===== src/rtl/micro_pkg.sv =====
// Shared encodings for the micro-program sequencer: decoder cond codes, FSM states
// and the branch-resolution helpers used by micro_seq.
package micro_pkg;

    localparam int OPC_W = 3;
    localparam logic [8:0] HALT_WORD = 9'h000;

    localparam logic [3:0] COND_JMP  = 4'b0000;
    localparam logic [3:0] COND_NEXT = 4'b0001;
    localparam logic [3:0] COND_JZ   = 4'b0010;
    localparam logic [3:0] COND_JC   = 4'b0011;
    localparam logic [3:0] COND_JN   = 4'b0100;
    localparam logic [3:0] COND_JNZ  = 4'b0101;
    localparam logic [3:0] COND_CALL = 4'b0110;
    localparam logic [3:0] COND_RET  = 4'b0111;

    typedef enum logic [2:0] {
        ST_IDLE,
        ST_FETCH,
        ST_LATCH,
        ST_EXEC,
        ST_TFETCH,
        ST_TLATCH,
        ST_HALT
    } state_e;

    // Branch-class words carry a target in the following word; CALL only when the stack exists.
    function automatic logic is_branch(input logic [3:0] c, input logic call_en);
        case (c)
            COND_JMP, COND_JZ, COND_JC, COND_JN, COND_JNZ: is_branch = 1'b1;
            COND_CALL:                                     is_branch = call_en;
            default:                                       is_branch = 1'b0;
        endcase
    endfunction

    // f = {V,N,C,Z}
    function automatic logic cond_taken(input logic [3:0] c, input logic [3:0] f);
        case (c)
            COND_JMP:  cond_taken = 1'b1;
            COND_JZ:   cond_taken = f[0];
            COND_JC:   cond_taken = f[1];
            COND_JN:   cond_taken = f[2];
            COND_JNZ:  cond_taken = ~f[0];
            COND_CALL: cond_taken = 1'b1;
            default:   cond_taken = 1'b0;
        endcase
    endfunction

endpackage


===== src/rtl/micro_stack.sv =====
// Return-address stack for micro_seq; push/pop are ignored when full/empty so the
// caller can flag the error while the contents stay untouched.
module micro_stack #(
    parameter int DEPTH = 4,
    parameter int WIDTH = 6
) (
    input  logic             clk,
    input  logic             rst,
    input  logic             push,
    input  logic             pop,
    input  logic [WIDTH-1:0] din,
    output logic [WIDTH-1:0] dout,
    output logic             full,
    output logic             empty
);

    localparam int PTR_W = $clog2(DEPTH + 1);
    localparam int IDX_W = (DEPTH > 1) ? $clog2(DEPTH) : 1;

    logic [PTR_W-1:0] sp_q, sp_d;
    logic [PTR_W-1:0] top;
    logic [WIDTH-1:0] mem_q [DEPTH];

    assign full  = (sp_q == PTR_W'(DEPTH));
    assign empty = (sp_q == '0);
    assign top   = sp_q - PTR_W'(1);
    assign dout  = mem_q[top[IDX_W-1:0]];

    always_comb begin
        sp_d = sp_q;
        if (push && !full) begin
            sp_d = sp_q + PTR_W'(1);
        end else if (pop && !empty) begin
            sp_d = sp_q - PTR_W'(1);
        end
    end

    always_ff @(posedge clk) begin
        if (rst) begin
            sp_q <= '0;
        end else begin
            sp_q <= sp_d;
        end
    end

    always_ff @(posedge clk) begin
        if (push && !full) begin
            mem_q[sp_q[IDX_W-1:0]] <= din;
        end
    end

endmodule


===== src/rtl/micro_seq.sv =====
// Micro-program sequencer: fetches words from an external synchronous micro-store and
// resolves branches against latched ALU flags. Optional return stack: MICRO_CALL_EN.
module micro_seq
    import micro_pkg::*;
#(
    parameter int ADDR_W    = 6,
    parameter int WORD_W    = 9,
    parameter int RESET_VEC = 0
`ifdef MICRO_CALL_EN
    ,
    parameter int STACK_DEPTH = 4
`endif
) (
    input  logic              clk,
    input  logic              rst,
    input  logic              run,
    input  logic [3:0]        flags,
    input  logic [3:0]        cond,
    output logic              rom_en,
    output logic [ADDR_W-1:0] rom_addr,
    input  logic [WORD_W-1:0] rom_q,
    output logic [WORD_W-1:0] ms_m,
    output logic              ms_valid,
    output logic [ADDR_W-1:0] upc,
    output logic              halted,
    output logic              stk_err
);

`ifdef MICRO_CALL_EN
    localparam logic CALL_EN = 1'b1;
`else
    localparam logic CALL_EN = 1'b0;
`endif

    state_e            state_q, state_d;
    logic [ADDR_W-1:0] upc_q, upc_d;
    logic [WORD_W-1:0] ms_m_q, ms_m_d;
    logic [3:0]        flags_q, flags_d;
    logic [ADDR_W-1:0] upc_p1, upc_p2, tgt;
    state_e            after_upd;

    assign upc_p1    = upc_q + ADDR_W'(1);
    assign upc_p2    = upc_q + ADDR_W'(2);
    assign tgt       = rom_q[ADDR_W-1:0];
    assign after_upd = run ? ST_FETCH : ST_IDLE;

`ifdef MICRO_CALL_EN
    logic              stk_push, stk_pop, stk_full, stk_empty;
    logic [ADDR_W-1:0] stk_top;
    logic              stk_err_q, stk_err_d;

    micro_stack #(
        .DEPTH(STACK_DEPTH),
        .WIDTH(ADDR_W)
    ) u_stack (
        .clk  (clk),
        .rst  (rst),
        .push (stk_push),
        .pop  (stk_pop),
        .din  (upc_p2),
        .dout (stk_top),
        .full (stk_full),
        .empty(stk_empty)
    );

    assign stk_err = stk_err_q;
`else
    assign stk_err = 1'b0;
`endif

    always_comb begin
        state_d  = state_q;
        upc_d    = upc_q;
        ms_m_d   = ms_m_q;
        flags_d  = flags_q;
        rom_en   = 1'b0;
        rom_addr = upc_q;
`ifdef MICRO_CALL_EN
        stk_push  = 1'b0;
        stk_pop   = 1'b0;
        stk_err_d = stk_err_q;
`endif
        case (state_q)
            ST_IDLE: begin
                if (run) state_d = ST_FETCH;
            end
            ST_FETCH: begin
                rom_en  = 1'b1;
                state_d = ST_LATCH;
            end
            ST_LATCH: begin
                ms_m_d  = rom_q;
                state_d = ST_EXEC;
            end
            ST_EXEC: begin
                flags_d = flags;
                if (ms_m_q == HALT_WORD) begin
                    state_d = ST_HALT;
                end else if (is_branch(cond, CALL_EN)) begin
                    state_d = ST_TFETCH;
`ifdef MICRO_CALL_EN
                end else if (cond == COND_RET) begin
                    if (stk_empty) begin
                        stk_err_d = 1'b1;
                        state_d   = ST_HALT;
                    end else begin
                        stk_pop = 1'b1;
                        upc_d   = stk_top;
                        state_d = after_upd;
                    end
`endif
                end else begin
                    upc_d   = upc_p1;
                    state_d = after_upd;
                end
            end
            ST_TFETCH: begin
                rom_en   = 1'b1;
                rom_addr = upc_p1;
                state_d  = ST_TLATCH;
            end
            ST_TLATCH: begin
                // ms_m still holds the branch word, so cond is still the branch's cond
`ifdef MICRO_CALL_EN
                if (cond == COND_CALL && stk_full) begin
                    stk_err_d = 1'b1;
                    state_d   = ST_HALT;
                end else begin
                    stk_push = (cond == COND_CALL);
                    upc_d    = cond_taken(cond, flags_q) ? tgt : upc_p2;
                    state_d  = after_upd;
                end
`else
                upc_d   = cond_taken(cond, flags_q) ? tgt : upc_p2;
                state_d = after_upd;
`endif
            end
            ST_HALT: begin
                state_d = ST_HALT;
            end
            default: begin
                state_d = ST_IDLE;
            end
        endcase
    end

    always_ff @(posedge clk) begin
        if (rst) begin
            state_q <= ST_IDLE;
            upc_q   <= ADDR_W'(RESET_VEC);
            ms_m_q  <= '0;
`ifdef MICRO_CALL_EN
            stk_err_q <= 1'b0;
`endif
        end else begin
            state_q <= state_d;
            upc_q   <= upc_d;
            ms_m_q  <= ms_m_d;
`ifdef MICRO_CALL_EN
            stk_err_q <= stk_err_d;
`endif
        end
    end

    always_ff @(posedge clk) begin
        flags_q <= flags_d;
    end

    assign ms_m     = ms_m_q;
    assign upc      = upc_q;
    assign ms_valid = (state_q == ST_EXEC);
    assign halted   = (state_q == ST_HALT);

endmodule


===== config.mk =====
export PLATFORM = sky130hd
export DESIGN_NAME = micro_seq
export DESIGN_NICKNAME = d
export VERILOG_FILES = /design/src/rtl/micro_pkg.sv /design/src/rtl/micro_stack.sv /design/src/rtl/micro_seq.sv
export SDC_FILE = /design/constraint.sdc
export NUM_CORES = 1
export LEC_CHECK = 0
export ABC_AREA = 1
export CORE_UTILIZATION = 30
export CTS_BUF_LIST = sky130_fd_sc_hd__clkbuf_4
export DETAILED_ROUTE_END_ITERATION = 10
export HOLD_SLACK_MARGIN = 0.06
export SYNTH_ARGS = -nofsm -noshare
export SYNTH_HDL_FRONTEND = slang
export SYNTH_HIERARCHICAL = 1
export SYNTH_SLANG_ARGS = --single-unit

===== constraint.sdc =====
create_clock -name clk -period 1.7 [get_ports clk]
set_input_delay 0.34 -clock clk [delete_from_list [all_inputs] [get_ports clk]]
set_output_delay 0.34 -clock clk [all_outputs]
set_load 0.01 [all_outputs]

# Word-level counts from Yosys, hierarchy flattened
# Index checks and enable logic that the tools add are counted.
[word_totals]
register_bits = 21
wordCells = 45
[classes]
add_sub_neg = 2
n_eq_ne = 14
muxes = 16
n_bitwise = 1
reduce_logical = 8
[ops]
columns = ["cell", "count"]
rows = [
  ["$mux 6", 4],
  ["$pmux 3 s7", 1],
  ["$eq 4x3->1 const B", 3],
  ["$pmux 6 s2", 1],
  ["$eq 3x3->1 const B", 3],
  ["$logic_not 9->1", 1],
  ["$mux 3", 3],
  ["$eq 4x2->1 const B", 2],
  ["$add 6x1->6 const B", 1],
  ["$add 6x2->6 const B", 1],
  ["$eq 3x2->1 const B", 2],
  ["$mux 1", 6],
  ["$ne 2x2->1 const B", 3],
  ["$pmux 1 s5", 1],
  ["$reduce_or 5->1", 1],
  ["$logic_not 4->1", 1],
  ["$reduce_or 2->1", 2],
  ["$eq 3x1->1 const B", 1],
  ["$logic_not 3->1", 1],
  ["$reduce_and 3->1", 1],
  ["$reduce_bool 2->1", 1],
  ["$not 1->1", 1],
]

# Longest topological paths before layout
[depth]
depth_word = 8
ltp_mapped = 11
mapped_depth_nobuf = 11

# Worst setup path after synthesis
# No wires, ideal clock.
[synth_path]
path_type = "reg-to-output"
start = "register upc_q[0] (netlist: upc[0])"
end = "output rom_addr[4]"
arrival_time_ns = 1.236
required_ns = 1.360
path_slack_ns = 0.124
stages_incl_launch_ff = 5
path_buffers = 0
path_cell_list = "dfxtp_1 ha_1 nand3_1 xor2_1 o21ai_0"
[synth_between]
elab_chain_cells = 2
[synth_rtl]
columns = ["element", "line", "text"]
rows = [
  ["start: declaration", "micro_seq.sv:36", "logic [ADDR_W-1:0] upc_q, upc_d;"],
  ["start signal: assignment", "micro_seq.sv:150", "upc_q <= ADDR_W'(RESET_VEC);"],
  ["start signal: assignment", "micro_seq.sv:157", "upc_q <= upc_d;"],
  ["$add 6x1->6", "micro_seq.sv:42", "assign upc_p1 = upc_q + ADDR_W'(1);"],
  ["$mux 6", "micro_seq.sv:83", "case (state_q)"],
  ["end: declaration", "micro_seq.sv:20", "output logic [ADDR_W-1:0] rom_addr,"],
]
# Every way passes these cells.

# Final worst setup path
[layout_path]
start = "register upc_q[1] (netlist: upc[1])"
end = "output rom_addr[3]"
# The elaborated chain is that of the path after synthesis.

==> summary.txt <==
status: finished with violations
failing checks: setup timing
Vias: 1474
mapped cell area: 0.00131 sq mm
Post-synth EDFFs: 3
initial antenna violation count: 0
Worst path max stage delay: 0.39 ns
Crit. Startpoint: upc[1]$_SDFFE_PP0P_
Synth Area in Simple Gates: 32.7%
Crit Reg-Reg Startpoint: upc[1]$_SDFFE_PP0P_
HPWL Detailed: 2680 microns
Setup crit start kind: register
Worst Hold Slack: 0.551 ns
H-tree levels: 1
adder-cell area share of the yosys netlist: 1.91%
CTS tree: built
combinational family with the most area after synthesis: simple AND/OR/NAND/NOR gates
clock latency on the worst-skew pair: 0.31 ns
Pwr Total: 1.49 mW
DRT iter0 DRCs: 37
number of max-cap violations: 0
Avg Inst Size Synth: 6.79 sq um
endpoints failing hold: 0
first-pass GRT wire length: 6040 microns
CTS clock-pin slew for the worst setup and hold paths: 0.12 ns
met2 Use GR: 27.9%
maximum VDD drop: 0.000428 V
Crit Path Category: reg -> out
GR peak layer: met2
Routed wire per std cell: 12.0 microns
TritonCTS buffer count: 3
pin count of the biggest net entering global routing: 15
worst hold path startpoint: ms_m[8]$_SDFFE_PP0N_
critical-path maximum fanout: 3
layout cell share with drive strength beyond 1: 30.5%
Area Growth Syn to Fin: 65.0%
syn_nets: 215
Leakage Power: 1.01 nW
CP Capture Type: primary output
CP required: 1.36 ns
Crit path max-delay family: flip-flops
# diodes: 0
register area: 468 sq um
Initial Util: 32.1%
nets: 289
post-synth top area cell: dfxtp_1
Sink Count: 21
XOR/XNOR Fraction of Synth Area: 2.67%
final worst path period share: 109%
GRT overflow: 0
IO buf count: 42
Tot GR Track Use: 17.2%
worst path buffer plus inverter count: 1
Worst Path Arrival: 1.51 ns
CTS root buf: clkbuf_4
Seq cells post-synth: 21
Crit-path slowest cell: dfxtp_4
vias per std cell: 4.66
ys async rst share: 0%
Place WS: -0.294 ns
Boundary Pins: 45
ANT nets after route: 0
Syn Inst Count: 193
Setup Skew: 0.00256 ns
Max Freq: 542 MHz
worst min-delay path class: reg -> reg
Main synth FF type: dfxtp_1
final-report setup violation count: 5
count leader, synth: nand2_1
met1 Track Usage GR: 23.6%
PD cells: 691 mW/mm^2
top cell type's share of synthesized area: 27.5%
layout filler cell count: 405
routability cong.: 0.775
mux cell area share after synthesis: 1.72%
CTS hold repair buffers: 0
sequential element share of the synthesized area: 34.4%
vias in the first global route: 1349
DRT Pass-1 Iters: 5
GR Util met3: 2.17%
top cells by area, synth: dfxtp_1, nand2_1, nor2_1
die width: 68.1 microns
Final WS setup: -0.146 ns
Unique masters post-synth: 33
Syn. warnings: 6
critical-path cell list: ha_4 > xnor2_4 > a21oi_2 > mux2_4 > buf_6
DIE AREA: 0.00463 sq mm
Final Slew Violations: 0
Die Ht: 68.1 microns
Final min period: 1.85 ns
final WL: 3790 microns
clock tree buffer depth: 2
DRC: 0
Final Cell Area: 0.00216 sq mm
most frequent cells after synthesis: nand2_1, nor2_1, inv_1, dfxtp_1
Site Rows: 23
multi-input logic area: 841 sq um
core area: 0.00409 sq mm
RSZ-0062 raised after global routing: true
compound-gate portion of the synthesized area: 16.1%
DP Area: 0.00196 sq mm
-- path summary, 6_finish.rpt --
check	slack, ns	cells past startpoint	end
setup / recovery	-0.15	5	rom_addr[3]
hold reg to reg	0.55	2	ms_m[8]$_SDFFE_PP0N_
setup reg to reg	0.15	9	upc[4]$_SDFFE_PP0P_
hold / removal	0.55	2	ms_m[8]$_SDFFE_PP0N_
-- registers in the layout, indices dropped and copies added, names as in the netlist --
| name | flops |
|---|---|
| flags_q | 3 |
| upc | 6 |
| state_q | 3 |
| ms_m | 9 |
-- power by group --
group	leakage (nW)	internal, mW	switching, mW	total (mW)
Sequential	0.178	0.562	0.0514	0.613
Combinational	0.813	0.316	0.295	0.611
Clock	0.0184	0.108	0.163	0.270
Total	1.01	0.985	0.509	1.49
-- layout by cell type, fill, tap and decap left out, types with 5 or more instances in the layout --
master,count
a21oi_1,14
buf_2,5
buf_4,28
buf_6,7
clkdlybuf4s50_1,28
dfxtp_1,10
dfxtp_2,5
inv_1,17
nand2_1,36
nand3_1,11
nor2_1,27
o21ai_0,13
o21ai_1,10
-- metrics by stage --
stage                     TNS [ns]  std cells  utilization (%)
after floorplan                  0        193                -
after global placement       -2.20        305             47.9
after detailed placement     -2.51        305             47.9
after CTS                   -0.591        315             51.3
after global routing        -0.878        316             52.9
final                       -0.572        316             52.9
-- per-layer routing --
metal	share of wire (%)	up-vias
met4	0.85	0
met5	0	-
met2	45	46
met1	49	648
li1	-	776
met3	5.2	4
-- cell families (layout without fill, tap and decap cells) --
family	after synthesis	in the layout
simple gates	93	93
compound gates	41	41
buf+inv	29	102
flops	21	21
xor+xnor	4	4
fa+ha+maj	2	2
mux	2	2
other cells	1	1
-- cell type report --
cell class	instances	area share (%)
clock buffer	4	1.39
timing repair buffer	76	31.3
multi-input combinational	143	38.9
sequential	21	21.6
inverter	22	3.94
tap	50	2.89
-- tightest hold or removal path, cell delays in order (launching register included) --
cell,delay (ns)
dfxtp_1,0.36
o21ai_0,0.09
nor2_1,0.07
-- what timing repair did --
item                                    in CTS  in global routing
endpoints found under the setup margin      12                 17
pin swaps                                    3                  7
resized for setup                           63                 19
setup buffers                                6                  1
No activity file was read; power rests on OpenSTA's default activity.
